===== config.mk =====
export PLATFORM = sky130hd
export DESIGN_NAME = pe_dbuf
export DESIGN_NICKNAME = d
export VERILOG_FILES = /design/src/rtl/pe_pkg.sv /design/src/rtl/pe_sat_adder.sv /design/src/rtl/pe_dbuf.sv
export SDC_FILE = /design/constraint.sdc
export NUM_CORES = 1
export LEC_CHECK = 0
export BUFFER_PORTS_ARGS = -buffer_cell sky130_fd_sc_hd__buf_2
export CAP_MARGIN = 10
export CORE_MARGIN = 5
export CORE_UTILIZATION = 40
export DETAILED_ROUTE_END_ITERATION = 8
export PLACE_DENSITY = 0.63
export SETUP_SLACK_MARGIN = 0.5
export SYNTH_ARGS = -nofsm -noshare
export SYNTH_HDL_FRONTEND = slang
export SYNTH_SLANG_ARGS = --single-unit
export TNS_END_PERCENT = 20

===== constraint.sdc =====
create_clock -name clock -period 14.7 [get_ports clock]
set_input_delay 3.675 -clock clock [delete_from_list [all_inputs] [get_ports clock]]
set_output_delay 3.675 -clock clock [all_outputs]
set_load 0.03 [all_outputs]

===== src/rtl/pe_pkg.sv =====
// Shared widths, control bundle and saturating-add helper for the processing-element family.
package pe_pkg;

  localparam int PE_DATA_W   = 8;
  localparam int PE_WEIGHT_W = 8;
  localparam int PE_SUM_W    = 16;

  typedef struct packed {
    logic active;
    logic wwrite;
    logic wswap;
  } pe_ctrl_t;

  // Returns {sum, flag}; flag marks signed overflow whether or not the result was clamped.
  function automatic logic [PE_SUM_W:0] sat_add(
    input logic [PE_SUM_W-1:0] a,
    input logic [PE_SUM_W-1:0] b,
    input logic                saturate
  );
    logic [PE_SUM_W:0]   wide;
    logic                ovf;
    logic [PE_SUM_W-1:0] s;
    wide = {a[PE_SUM_W-1], a} + {b[PE_SUM_W-1], b};
    ovf  = wide[PE_SUM_W] ^ wide[PE_SUM_W-1];
    s    = wide[PE_SUM_W-1:0];
    if (saturate && ovf)
      s = wide[PE_SUM_W] ? {1'b1, {(PE_SUM_W-1){1'b0}}} : {1'b0, {(PE_SUM_W-1){1'b1}}};
    return {s, ovf};
  endfunction

endpackage


===== src/rtl/pe_sat_adder.sv =====
// Combinational signed add in SUM_W+1 bits with optional clamp and overflow detect.
module pe_sat_adder #(
  parameter int SUM_W    = 16,
  parameter bit SATURATE = 1'b1
) (
  input  logic [SUM_W-1:0] a,
  input  logic [SUM_W-1:0] b,
  output logic [SUM_W-1:0] sum,
  output logic             flag
);

  logic [SUM_W:0] wide;
  logic           ovf;

  // The two top bits of the widened sum disagree exactly when the SUM_W result overflowed.
  assign wide = {a[SUM_W-1], a} + {b[SUM_W-1], b};
  assign ovf  = wide[SUM_W] ^ wide[SUM_W-1];
  assign flag = ovf;

  always_comb begin
    sum = wide[SUM_W-1:0];
    if (SATURATE && ovf)
      sum = wide[SUM_W] ? {1'b1, {(SUM_W-1){1'b0}}} : {1'b0, {(SUM_W-1){1'b1}}};
  end

endmodule


===== src/rtl/pe_dbuf.sv =====
// Weight-stationary MAC cell with a double-buffered weight (shadow loads while working computes).
module pe_dbuf
  import pe_pkg::*;
#(
  parameter int DATA_W   = PE_DATA_W,
  parameter int WEIGHT_W = PE_WEIGHT_W,
  parameter int SUM_W    = PE_SUM_W,
  parameter bit SATURATE = 1'b1
) (
  input  logic                clock,
  input  logic                reset,
  input  logic                active,
  input  logic [DATA_W-1:0]   datain,
  input  logic [SUM_W-1:0]    sumin,
  input  logic [WEIGHT_W-1:0] win,
  input  logic                wwrite,
  input  logic                wswap,
  output logic [DATA_W-1:0]   dataout,
  output logic [SUM_W-1:0]    maccout,
  output logic                satout,
  output logic [WEIGHT_W-1:0] wout,
  output logic                wwriteout,
  output logic                wswapout,
  output logic                activeout
);

  localparam int PROD_W = DATA_W + WEIGHT_W;

  if (SUM_W < PROD_W) begin : g_width_check
    $error("pe_dbuf: SUM_W must be at least DATA_W+WEIGHT_W");
  end

  logic [WEIGHT_W-1:0]      shadow_reg;
  logic [WEIGHT_W-1:0]      working_reg;
  logic [WEIGHT_W-1:0]      wout_reg;
  logic [DATA_W-1:0]        dataout_reg;
  logic [SUM_W-1:0]         maccout_reg;
  logic                     satout_reg;
  pe_ctrl_t                 ctrl_reg;

  logic signed [PROD_W-1:0] product;
  logic [SUM_W-1:0]         sum_next;
  logic                     flag_next;

  assign product = PROD_W'($signed(datain)) * PROD_W'($signed(working_reg));

  pe_sat_adder #(
    .SUM_W    (SUM_W),
    .SATURATE (SATURATE)
  ) u_adder (
    .a    (sumin),
    .b    (SUM_W'(product)),
    .sum  (sum_next),
    .flag (flag_next)
  );

  always_ff @(posedge clock or posedge reset) begin
    if (reset) begin
      shadow_reg  <= '0;
      working_reg <= '0;
      wout_reg    <= '0;
      dataout_reg <= '0;
      maccout_reg <= '0;
      satout_reg  <= 1'b0;
      ctrl_reg    <= '0;
    end else begin
      ctrl_reg <= '{active: active, wwrite: wwrite, wswap: wswap};
      if (wwrite)
        shadow_reg <= win;
      // Swap reads the pre-edge shadow, so a same-edge shift never leaks into working.
      if (wswap)
        working_reg <= shadow_reg;
      // The trailing cycle keeps forwarding so the bottom of the column gets its weight.
      wout_reg <= (wwrite || ctrl_reg.wwrite) ? shadow_reg : '0;
      if (active) begin
        dataout_reg <= datain;
        maccout_reg <= sum_next;
        satout_reg  <= flag_next;
      end else begin
        satout_reg  <= 1'b0;
      end
    end
  end

  assign dataout   = dataout_reg;
  assign maccout   = maccout_reg;
  assign satout    = satout_reg;
  assign wout      = wout_reg;
  assign wwriteout = ctrl_reg.wwrite;
  assign wswapout  = ctrl_reg.wswap;
  assign activeout = ctrl_reg.active;

endmodule


==> results of run 1 <==
final cells by class:
type,instances,area (um^2)
fillers,1229,6830
multi-input cells,319,3380
flip-flops and latches,52,1300
repair buffers,74,388
inverters,95,357
well taps,172,215
clock buffers,6,129
clock inverters,2,16.3
through the flow:
| step | instances | hold slack (ns) |
|---|---|---|
| 3_5_place_dp | 711 | 0.491 |
| 5_1_grt | 720 | 0.527 |
| 2_1_floorplan | 482 | 0.477 |
| 4_1_cts | 719 | 0.507 |
| 6_report | 720 | 0.503 |
| 3_3_place_gp | 711 | 0.484 |
kinds of logic (layout without fill, tap and decap cells):
family | after synthesis | in the layout
compound gates | 71 | 71
simple gates | 89 | 89
xor+xnor | 18 | 18
flops | 52 | 52
fa+ha+maj | 115 | 115
buf+inv | 111 | 177
mux | 26 | 26
routing by layer:
metal / vias up / global-route usage
met2: 57 / 0.255
li1: 1647 / -
met4: 0 / 0.0415
met1: 1732 / 0.177
met5: - / 0
met3: 7 / 0.0183
synthesized netlist by cell type, drive strengths merged:
library cell  instances
a2111oi               3
a211oi                2
a21o                  4
a21oi                24
a31o                  1
and2                 33
and3                  1
buf                   6
clkbuf               10
dfrtp                52
fa                   76
ha                   39
inv                  95
mux2                 25
mux2i                 1
nand2                30
nand2b                1
nand3                 2
nand4                 1
nor2                  5
nor2b                14
nor3                  1
o211ai                1
o21a                  1
o21ai                18
o21bai                1
o22ai                15
o31a                  1
or4b                  1
xnor2                14
xor2                  4
critical path, cell delays in order:
cell and delay (ns):
buf_2 0.16, and2_1 0.49, inv_1 0.19, fa_1 0.51, inv_1 0.06, fa_1 0.48, fa_1 0.56, fa_1 0.43
fa_1 0.47, ha_1 0.35, a21oi_2 0.20, o31a_2 0.22, o21ai_2 0.09, xnor2_2 0.86, o21ai_1 0.29, o22ai_1 0.20
final timing paths:
path | from | end | slack [ns] | depth (start not counted)
setup / recovery | datain[7] | maccout[13] | 5.65 | 16
max in group asynchronous | reset | maccout[0] | 10.71 | 3
hold / removal | dataout[7] | dataout[7] | 0.50 | 1
min in group asynchronous | reset | working_reg[4] | 3.44 | 2
hold reg to reg | dataout[7] | dataout[7] | 0.50 | 1
setup reg to reg | working_reg[0] | maccout[13] | 8.59 | 15
==> qor.yml, run 1 <==
status:
  status: "finished clean"
sta:
  setup_violations: 0
  finClkSkew_ns: 0.00665
  rsz0062_at_grt: "false"
  slew_headroom: 0.273
  hold_viol: 0
  period_needed_ns: 9.05
  slew_violations: 0
  fin_ws_ns: 5.65
  tightest_slew_ns: 1.09
  max_freq_mhz: 110
  fin_crit_sh: 0.616
  tns_ns: 0
clock_network:
  postCtsSetupRepairBufs: 0
  cts-root-buf: "clkbuf_16"
  cts_max_path_buffers: 2
  hold_buffers: 0
  clock_latency_ns: 0.29
  cts_made_buffers: 5
  cts.sinks: 52
  cts_tree: "done"
  htreeDepth: 2
  ctsResizeCount: 0
  clk_pin_slew_worst_paths_ns: 0.07
route:
  vias: 3443
  wl_met1_um: 4190
  dr.pass1.iters: 4
  wl_per_cell_um: 14.1
  drc: 0
  post_drt_via_cell_ratio: 4.78
  wl_met2_um: 5470
  drt_iter0_markers: 129
  ant_nets: 0
  top_layer: "met4"
  wl_met3_um: 362
  wl_um: 10200
die:
  core-area_um2: 12600
  ios: 73
  die_height_um: 123
  row_count: 41
  die-area_um2: 15200
  start_util: 0.407
  die_x_um: 123
critical_path:
  end_kind: "flip-flop"
  arrival_ns: 9.26
  path_class: "in -> reg"
  cp.required_ns: 14.91
  path_max_fanout: 25
  critPathLaunchType: "primary input"
yosys:
  synth_fa_ha_area_frac: 0.392
  synth_area_um2: 5130
  ys_warn_count: 0
  synth_top_family_by_area: "adder cells"
  synthMuxAreaShare: 0.0568
  yosys-top-cells-area: "fa_1, dfrtp_1, ha_1"
  synthXorXnorAreaFrac: 0.0322
  yosys.area_share.simple: 0.0917
  syn_avg_cell_area_um2: 10.6
  synthCells: 482
  ys_types: 39
  synth_largest_area_cell: "fa_1"
  ys_ff_latch: 52
  synth_compound_area_frac: 0.0866
  ys_seq_area_frac: 0.254
  synth_top_area_frac: 0.297
  synth_fp_nets: 634
finish:
  design_area_um2: 5790
  largest_reg_flops: 16
  antenna_cells: 0
  most-common-layout-cells: "inv_1, fa_1, buf_2"
  drive_gt1_frac: 0.210
  final_util: 0.459
  finalNetCount: 699
  layout-area-overhead-vs-synth_pct: 12.8
  final_common_cell: "inv_1"
global_routing:
  grt_max_degree: 53
  grt_pass1_wl_um: 17000
  antenna_found_initial: 0
  grt_overflow: 0
  grtUsageTotal: 0.141
  grt_pass1_vias: 3587
placed_design:
  io_buffers: 72
  globalplace.congestion: 0.844
  dpl_cell_area_um2: 5620
  hpwl_um: 8440
  pre_cts_ws_ns: 5.32
run:
  maxCapViolations: 0
min_path:
  hold_class: "reg -> reg"
Power of run 1 is left out: the tool's default activity adds up to more than one toggle a clock period on the data nets, which glitch-free logic cannot reach.
==> run 2: changes to the inputs <==
--- a/config.mk
+++ b/config.mk
@@ -5,6 +5,7 @@
 export SDC_FILE = /design/constraint.sdc
 export NUM_CORES = 1
 export LEC_CHECK = 0
+export ABC_AREA = 1
 export BUFFER_PORTS_ARGS = -buffer_cell sky130_fd_sc_hd__buf_2
 export CAP_MARGIN = 10
 export CORE_MARGIN = 5
==> constraint.sdc (replaced) <==
create_clock -name clock -period 9.06 [get_ports clock]
set_input_delay 2.265 -clock clock [delete_from_list [all_inputs] [get_ports clock]]
set_output_delay 2.265 -clock clock [all_outputs]
set_load 0.03 [all_outputs]
==> run 2 against run 1 <==
- area after synthesis rose by 4.5%
- highest routed layer unchanged
- clock skew rose by 0.0022 ns
- count of clock-buffer cells in the layout shrank 1
- synthesized cell count is 35% higher
- cell count up 23%
- critical path depth increased by 6
- worst setup slack got worse by 3.4 ns
==> qor.yml, run 2 <==
status:
  status: "finished clean"
yosys:
  synth_area_um2: 5360  # +4.5%
  synth_top_area_frac: 0.284  # -0.0129
  ys_types: 21  # -46%
  synth_fp_nets: 801  # +26%
  synth_largest_area_cell: "fa_1"
  ys_seq_area_frac: 0.243  # -0.0110
  ys_ff_latch: 52  # unchanged
  async_flop_share: 1.00  # unchanged
  synthCells: 649  # +35%
  synth_edf_count: 0  # unchanged
  netlist_top_cells_count: "nand2_1, inv_1, fa_1"
  synth_ff_type: "dfrtp_1"
  ys_warn_count: 0  # unchanged
  yosys-top-cells-area: "fa_1, dfrtp_1, nand2_1"
  yosysMostFrequentCell: "nand2_1"
  syn_avg_cell_area_um2: 8.26  # -22%
die:
  start_util: 0.407  # about the same
  core-area_um2: 13200  # +4.5%
  die-area_um2: 15800  # +4.2%
  row_count: 42  # +2.4%
  die_height_um: 126  # +2.1%
  ios: 73  # unchanged
  die_x_um: 126  # +2.1%
route:
  drt_iter0_markers: 210  # +63%
  wl_um: 11200  # +11%
  wl_per_cell_um: 12.7  # -9.7%
  post_drt_via_cell_ratio: 4.61  # -3.5%
  ant_nets: 0  # unchanged
  drc: 0  # unchanged
  dr.pass1.iters: 4  # unchanged
  vias: 4069  # +18%
global_routing:
  grt_overflow: 0  # unchanged
  grt_pass1_wl_um: 19600  # +15%
  grt_max_degree: 53  # unchanged
  grt_pass1_vias: 4284  # +19%
  grtUsageTotal: 0.149  # +0.00734
  antenna_found_initial: 0  # unchanged
critical_path:
  critical_path.endpoint: "maccout[9]"
  end_kind: "flip-flop"
  path_max_fanout: 13  # -48%
  timing.rr.end: "maccout[9]"
  arrival_ns: 6.97  # -2.29 ns
  cp.required_ns: 9.24  # -5.67 ns
  critPathLaunchType: "primary input"
  crit_path_start: "datain[7]"
  path_class: "in -> reg"
  r2r_cells: 21  # +6
  rrSetupSlack_ns: 3.78  # -4.81 ns
  r2r-start: "working_reg[0]"
clock_network:
  cts-root-buf: "clkbuf_16"
  htreeDepth: 2  # unchanged
  cts.sinks: 52  # unchanged
  clock_latency_ns: 0.30  # about the same
  clk_pin_slew_worst_paths_ns: 0.07  # about the same
  cts_tree: "done"
  hold_buffers: 0  # unchanged
  ctsResizeCount: 0  # unchanged
  cts_made_buffers: 5  # unchanged
  postCtsSetupRepairBufs: 0  # unchanged
  cts_max_path_buffers: 2  # unchanged
finish:
  antenna_cells: 0  # unchanged
  design_area_um2: 6010  # +3.8%
  fillers: 1299  # +5.7%
  final_common_cell: "nand2_1"
  finalNetCount: 857  # +23%
  largest_reg_flops: 16  # unchanged
  most-common-layout-cells: "nand2_1, inv_1, fa_1"
  drive_gt1_frac: 0.152  # -0.0583
  multi_input_area_um2: 3370  # -0.18%
  layout-area-overhead-vs-synth_pct: 12.0
  seq_area_um2: 1300  # unchanged
sta:
  slew_headroom: 0.486  # +0.213
  period_needed_ns: 6.78
  hold_viol: 0  # unchanged
  setup_violations: 0  # unchanged
  tns_ns: 0  # unchanged
  rsz0062_at_grt: "false"
  slew_violations: 0  # unchanged
  fin_crit_sh: 0.749
  finClkSkew_ns: 0.00883  # +0.00218 ns
  fin_ws_ns: 2.28  # -3.37 ns
  max_freq_mhz: 147
  tightest_slew_ns: 0.766  # -0.320 ns
placed_design:
  hpwl_um: 9420  # +12%
  dpl_cell_area_um2: 5840  # +3.9%
  pre_cts_ws_ns: 1.96  # -3.37 ns
  io_buffers: 72  # unchanged
  globalplace.congestion: 0.892  # +5.7%
run:
  maxCapViolations: 0  # unchanged
min_path:
  hold_class: "reg -> reg"
==> run 2: cell count changes after synthesis, moves of 4 or more <==
cell      change
nand2_1     +160
inv_1        +58
and2_1       -33
nand3_1      +26
mux2_2       -25
nor2_1       +22
o22ai_1      -15
nand3_2      +14
nor2b_1      -14
clkbuf_1     +12
a21oi_1      -11
xnor2_1      -11
nand2_2       +6
a21o_1        -4
==> run 2: logic make-up (layout without fill, tap and decap cells) <==
group                      count (synthesis)  count (layout)  share of synthesized area
AOI/OAI and AO/OA                         28              28                     0.0285
xor gates and xnor gates                   7               7                     0.0114
adders and majority gates                115             115                      0.375
buffers and inverters                    179             236                      0.128
DFF                                       52              52                      0.243
and+or+nand+nor                          268             268                      0.215
==> run 2: per-stage QoR <==
step                utilization  hold WS [ns]  instances
finish                    0.455         0.470        882
global route              0.455         0.489        882
CTS                       0.454         0.471        881
detailed placement        0.443         0.454        873
global placement          0.443         0.451        873
floorplan                     -         0.450        649
==> run 2: area by class of cell <==
type / count / share of cell area
Tap cell: 176 / 0.0367
Timing Repair Buffer: 73 / 0.0633
Clock inverter: 3 / 0.00375
Clock buffer: 5 / 0.0208
Sequential cell: 52 / 0.217
Inverter: 155 / 0.0969
Multi-Input combinational cell: 418 / 0.562
==> run 2: per-layer routing <==
metal  routed length (um)  part of all wire  GRT usage
met5                    0                 0          0
met4                  233             0.021     0.0517
met3                  427             0.038     0.0195
met2                 5710              0.51      0.261
met1                 4870              0.43      0.189
==> run 2: how the worst min path moves through the flow <==
stage,from,endpoint,slack (ns),depth (start not counted)
2_1_floorplan,shadow_reg[7],working_reg[7],0.45,2
3_3_place_gp,dataout[1],dataout[1],0.45,2
3_5_place_dp,dataout[2],dataout[2],0.45,2
4_1_cts,dataout[2],dataout[2],0.47,2
5_1_grt,dataout[2],dataout[2],0.49,2
6_report,dataout[2],dataout[2],0.47,2
==> run 2: worst max-delay path, stage by stage <==
cell and delay, ns:
buf_2 0.17, nand2_1 0.20, inv_1 0.36, fa_1 0.52, fa_1 0.50, fa_1 0.55, inv_1 0.05, fa_1 0.47
inv_1 0.04, ha_1 0.27, ha_1 0.37, nand2_1 0.11, nor2_2 0.14, nand2_1 0.09, a21oi_2 0.14, nor2_1 0.08
nand3_2 0.09, nand3_2 0.23, nand2_1 0.13, inv_1 0.08, nand2_1 0.06, nand2_1 0.05
Power of run 2 is left out for the same reason.
==> run 3: changes to the inputs <==
==> constraint.sdc (replaced) <==
create_clock -name clock -period 6.9 [get_ports clock]
set_input_delay 1.725 -clock clock [delete_from_list [all_inputs] [get_ports clock]]
set_output_delay 1.725 -clock clock [all_outputs]
set_load 0.03 [all_outputs]
==> run 3 against run 2 <==
- die area stayed put
- flip-flop and latch count stayed put
- routed wire length is 0.56% lower
- cell count is 0.23% higher
- global-route usage hardly changed
- critical path type unchanged
==> qor.yml, run 3 (synthesis results as in run 2) <==
status:
  status: "finished clean"
placed_design:
  globalplace.congestion: 0.892  # unchanged
  post-place-cells: 873  # unchanged
  io_buffers: 72  # unchanged
  dpl_cell_area_um2: 5840  # unchanged
  hpwl_um: 9420  # about the same
critical_path:
  cp.required_ns: 7.09  # -2.15 ns
  cp_common_cell: "nand2_1"
  end_kind: "flip-flop"
  critPathLaunchType: "primary input"
  worstPathCellList: "buf_2, nand2_1, inv_1, fa_1, fa_1, fa_1, inv_1, fa_1, inv_1, ha_1, ha_1, nand2_1, nor2_2, nand2_1, a21oi_2, nor2_1, nand3_2, nand3_2, nand2_1, inv_1, nand2_1, nand2_1"
  arrival_ns: 6.28  # -0.69 ns
  cpPeakStageDelay_ns: 0.54  # about the same
  path_class: "in -> reg"
  crit_path_top_delay_cell: "fa_1"
  rrSetupSlack_ns: 1.81  # -1.97 ns
  path_max_fanout: 13  # unchanged
clock_network:
  cts-root-buf: "clkbuf_16"
  clock_latency_ns: 0.30  # about the same
  cts_max_path_buffers: 2  # unchanged
  cts.sinks: 52  # unchanged
  clk_pin_slew_worst_paths_ns: 0.07  # about the same
  htreeDepth: 2  # unchanged
  hold_buffers: 0  # unchanged
  cts_tree: "done"
  cts_made_buffers: 5  # unchanged
finish:
  layout-area-overhead-vs-synth_pct: 12.4
  most-common-layout-cells: "nand2_1, inv_1, fa_1"
  finalNetCount: 859  # +0.23%
  drive_gt1_frac: 0.157  # +0.00522
  final_util: 0.457  # +0.00161
  layout.cells.non_filler: 884  # +0.23%
  final_common_cell: "nand2_1"
  design_area_um2: 6030  # +0.35%
  antenna_cells: 0  # unchanged
  largest_reg_flops: 16  # unchanged
sta:
  period_needed_ns: 6.09
  finClkSkew_ns: 0.00341  # -0.00542 ns
  setup_violations: 0  # unchanged
  slew_headroom: 0.466  # -0.0198
  fin_crit_sh: 0.882
  tightest_slew_ns: 0.796  # +0.0295 ns
  rsz0062_at_grt: "false"
  slew_violations: 0  # unchanged
  tns_ns: 0  # unchanged
  max_freq_mhz: 164
  hold_viol: 0  # unchanged
die:
  ios: 73  # unchanged
  start_util: 0.407  # unchanged
  core-area_um2: 13200  # unchanged
  die_x_um: 126  # unchanged
  die_height_um: 126  # unchanged
  die-area_um2: 15800  # unchanged
  row_count: 42  # unchanged
route:
  vias: 4016  # -1.3%
  drt_iter0_markers: 204  # -2.9%
  post_drt_via_cell_ratio: 4.54  # -1.5%
  ant_nets: 0  # unchanged
  wl_per_cell_um: 12.6  # -0.79%
  drc: 0  # unchanged
  dr.pass1.iters: 4  # unchanged
  wl_um: 11200  # -0.56%
min_path:
  hold_class: "reg -> reg"
global_routing:
  antenna_found_initial: 0  # unchanged
  grt_pass1_wl_um: 19500  # -0.35%
  grt_pass1_vias: 4293  # +0.21%
  grtUsageTotal: 0.149  # -0.000193
  grt_max_degree: 53  # unchanged
  grt_overflow: 0  # unchanged
run:
  maxCapViolations: 0  # unchanged
==> run 3: changes by cell type in the layout (fill, tap and decap cells not counted), sizes merged <==
| cell | before | now |
|---|---|---|
| buf | 73 | 75 |
| clkinvlp | 0 | 2 |
| inv | 154 | 152 |
| clkbuf | 5 | 6 |
| clkinv | 4 | 3 |
==> run 3: metrics by stage <==
stage | setup WS (ns) | hold slack, ns
floorplan | 0.839 | 0.450
global placement | 0.470 | 0.451
detailed placement | 0.360 | 0.456
CTS | 0.676 | 0.473
global route | 0.498 | 0.485
finish | 0.812 | 0.470
==> run 3: area by class of cell <==
type / instances / area [um^2]
flip-flops and latches: 52 / 1300
inverters: 155 / 586
multi-input cells: 418 / 3380
clock buffers: 6 / 129
well taps: 176 / 220
repair buffers: 75 / 395
clock inverters: 2 / 16.3
fillers: 1319 / 7160
==> run 3: path summary, 6_finish.rpt <==
path                                      from           to  cells after the start
worst max-delay path                 datain[7]   maccout[9]                     22
worst min-delay path                dataout[2]   dataout[2]                      2
worst max register to register  working_reg[1]   maccout[9]                     21
worst min register to register      dataout[2]   dataout[2]                      2
max in group asynchronous                reset  maccout[11]                      3
min in group asynchronous                reset      wout[3]                      2
==> run 3: routing by layer <==
layer,global-route usage,share of wire,vias to the layer above
li1,-,-,2001
met1,0.188,0.42,1944
met2,0.264,0.52,62
met3,0.0216,0.042,9
met4,0.0467,0.015,0
met5,0,0,-
==> run 3: what timing repair did <==
action                     4_1_cts  5_1_grt
buffers inserted                 0        2
setup endpoints to repair        0       16
gates resized for setup          0        3
hold endpoints to repair         0        0
==> run 3: worst max-delay path, delay by kind of cell <==
kind / cells / cell delay, ns
AO/OA/AOI/OAI: 1 / 0.15
buffers and inverters: 5 / 0.63
adder cells (fa/ha/maj): 6 / 2.64
AND/OR/NAND/NOR: 10 / 1.13
Power of run 3 is left out for the same reason.
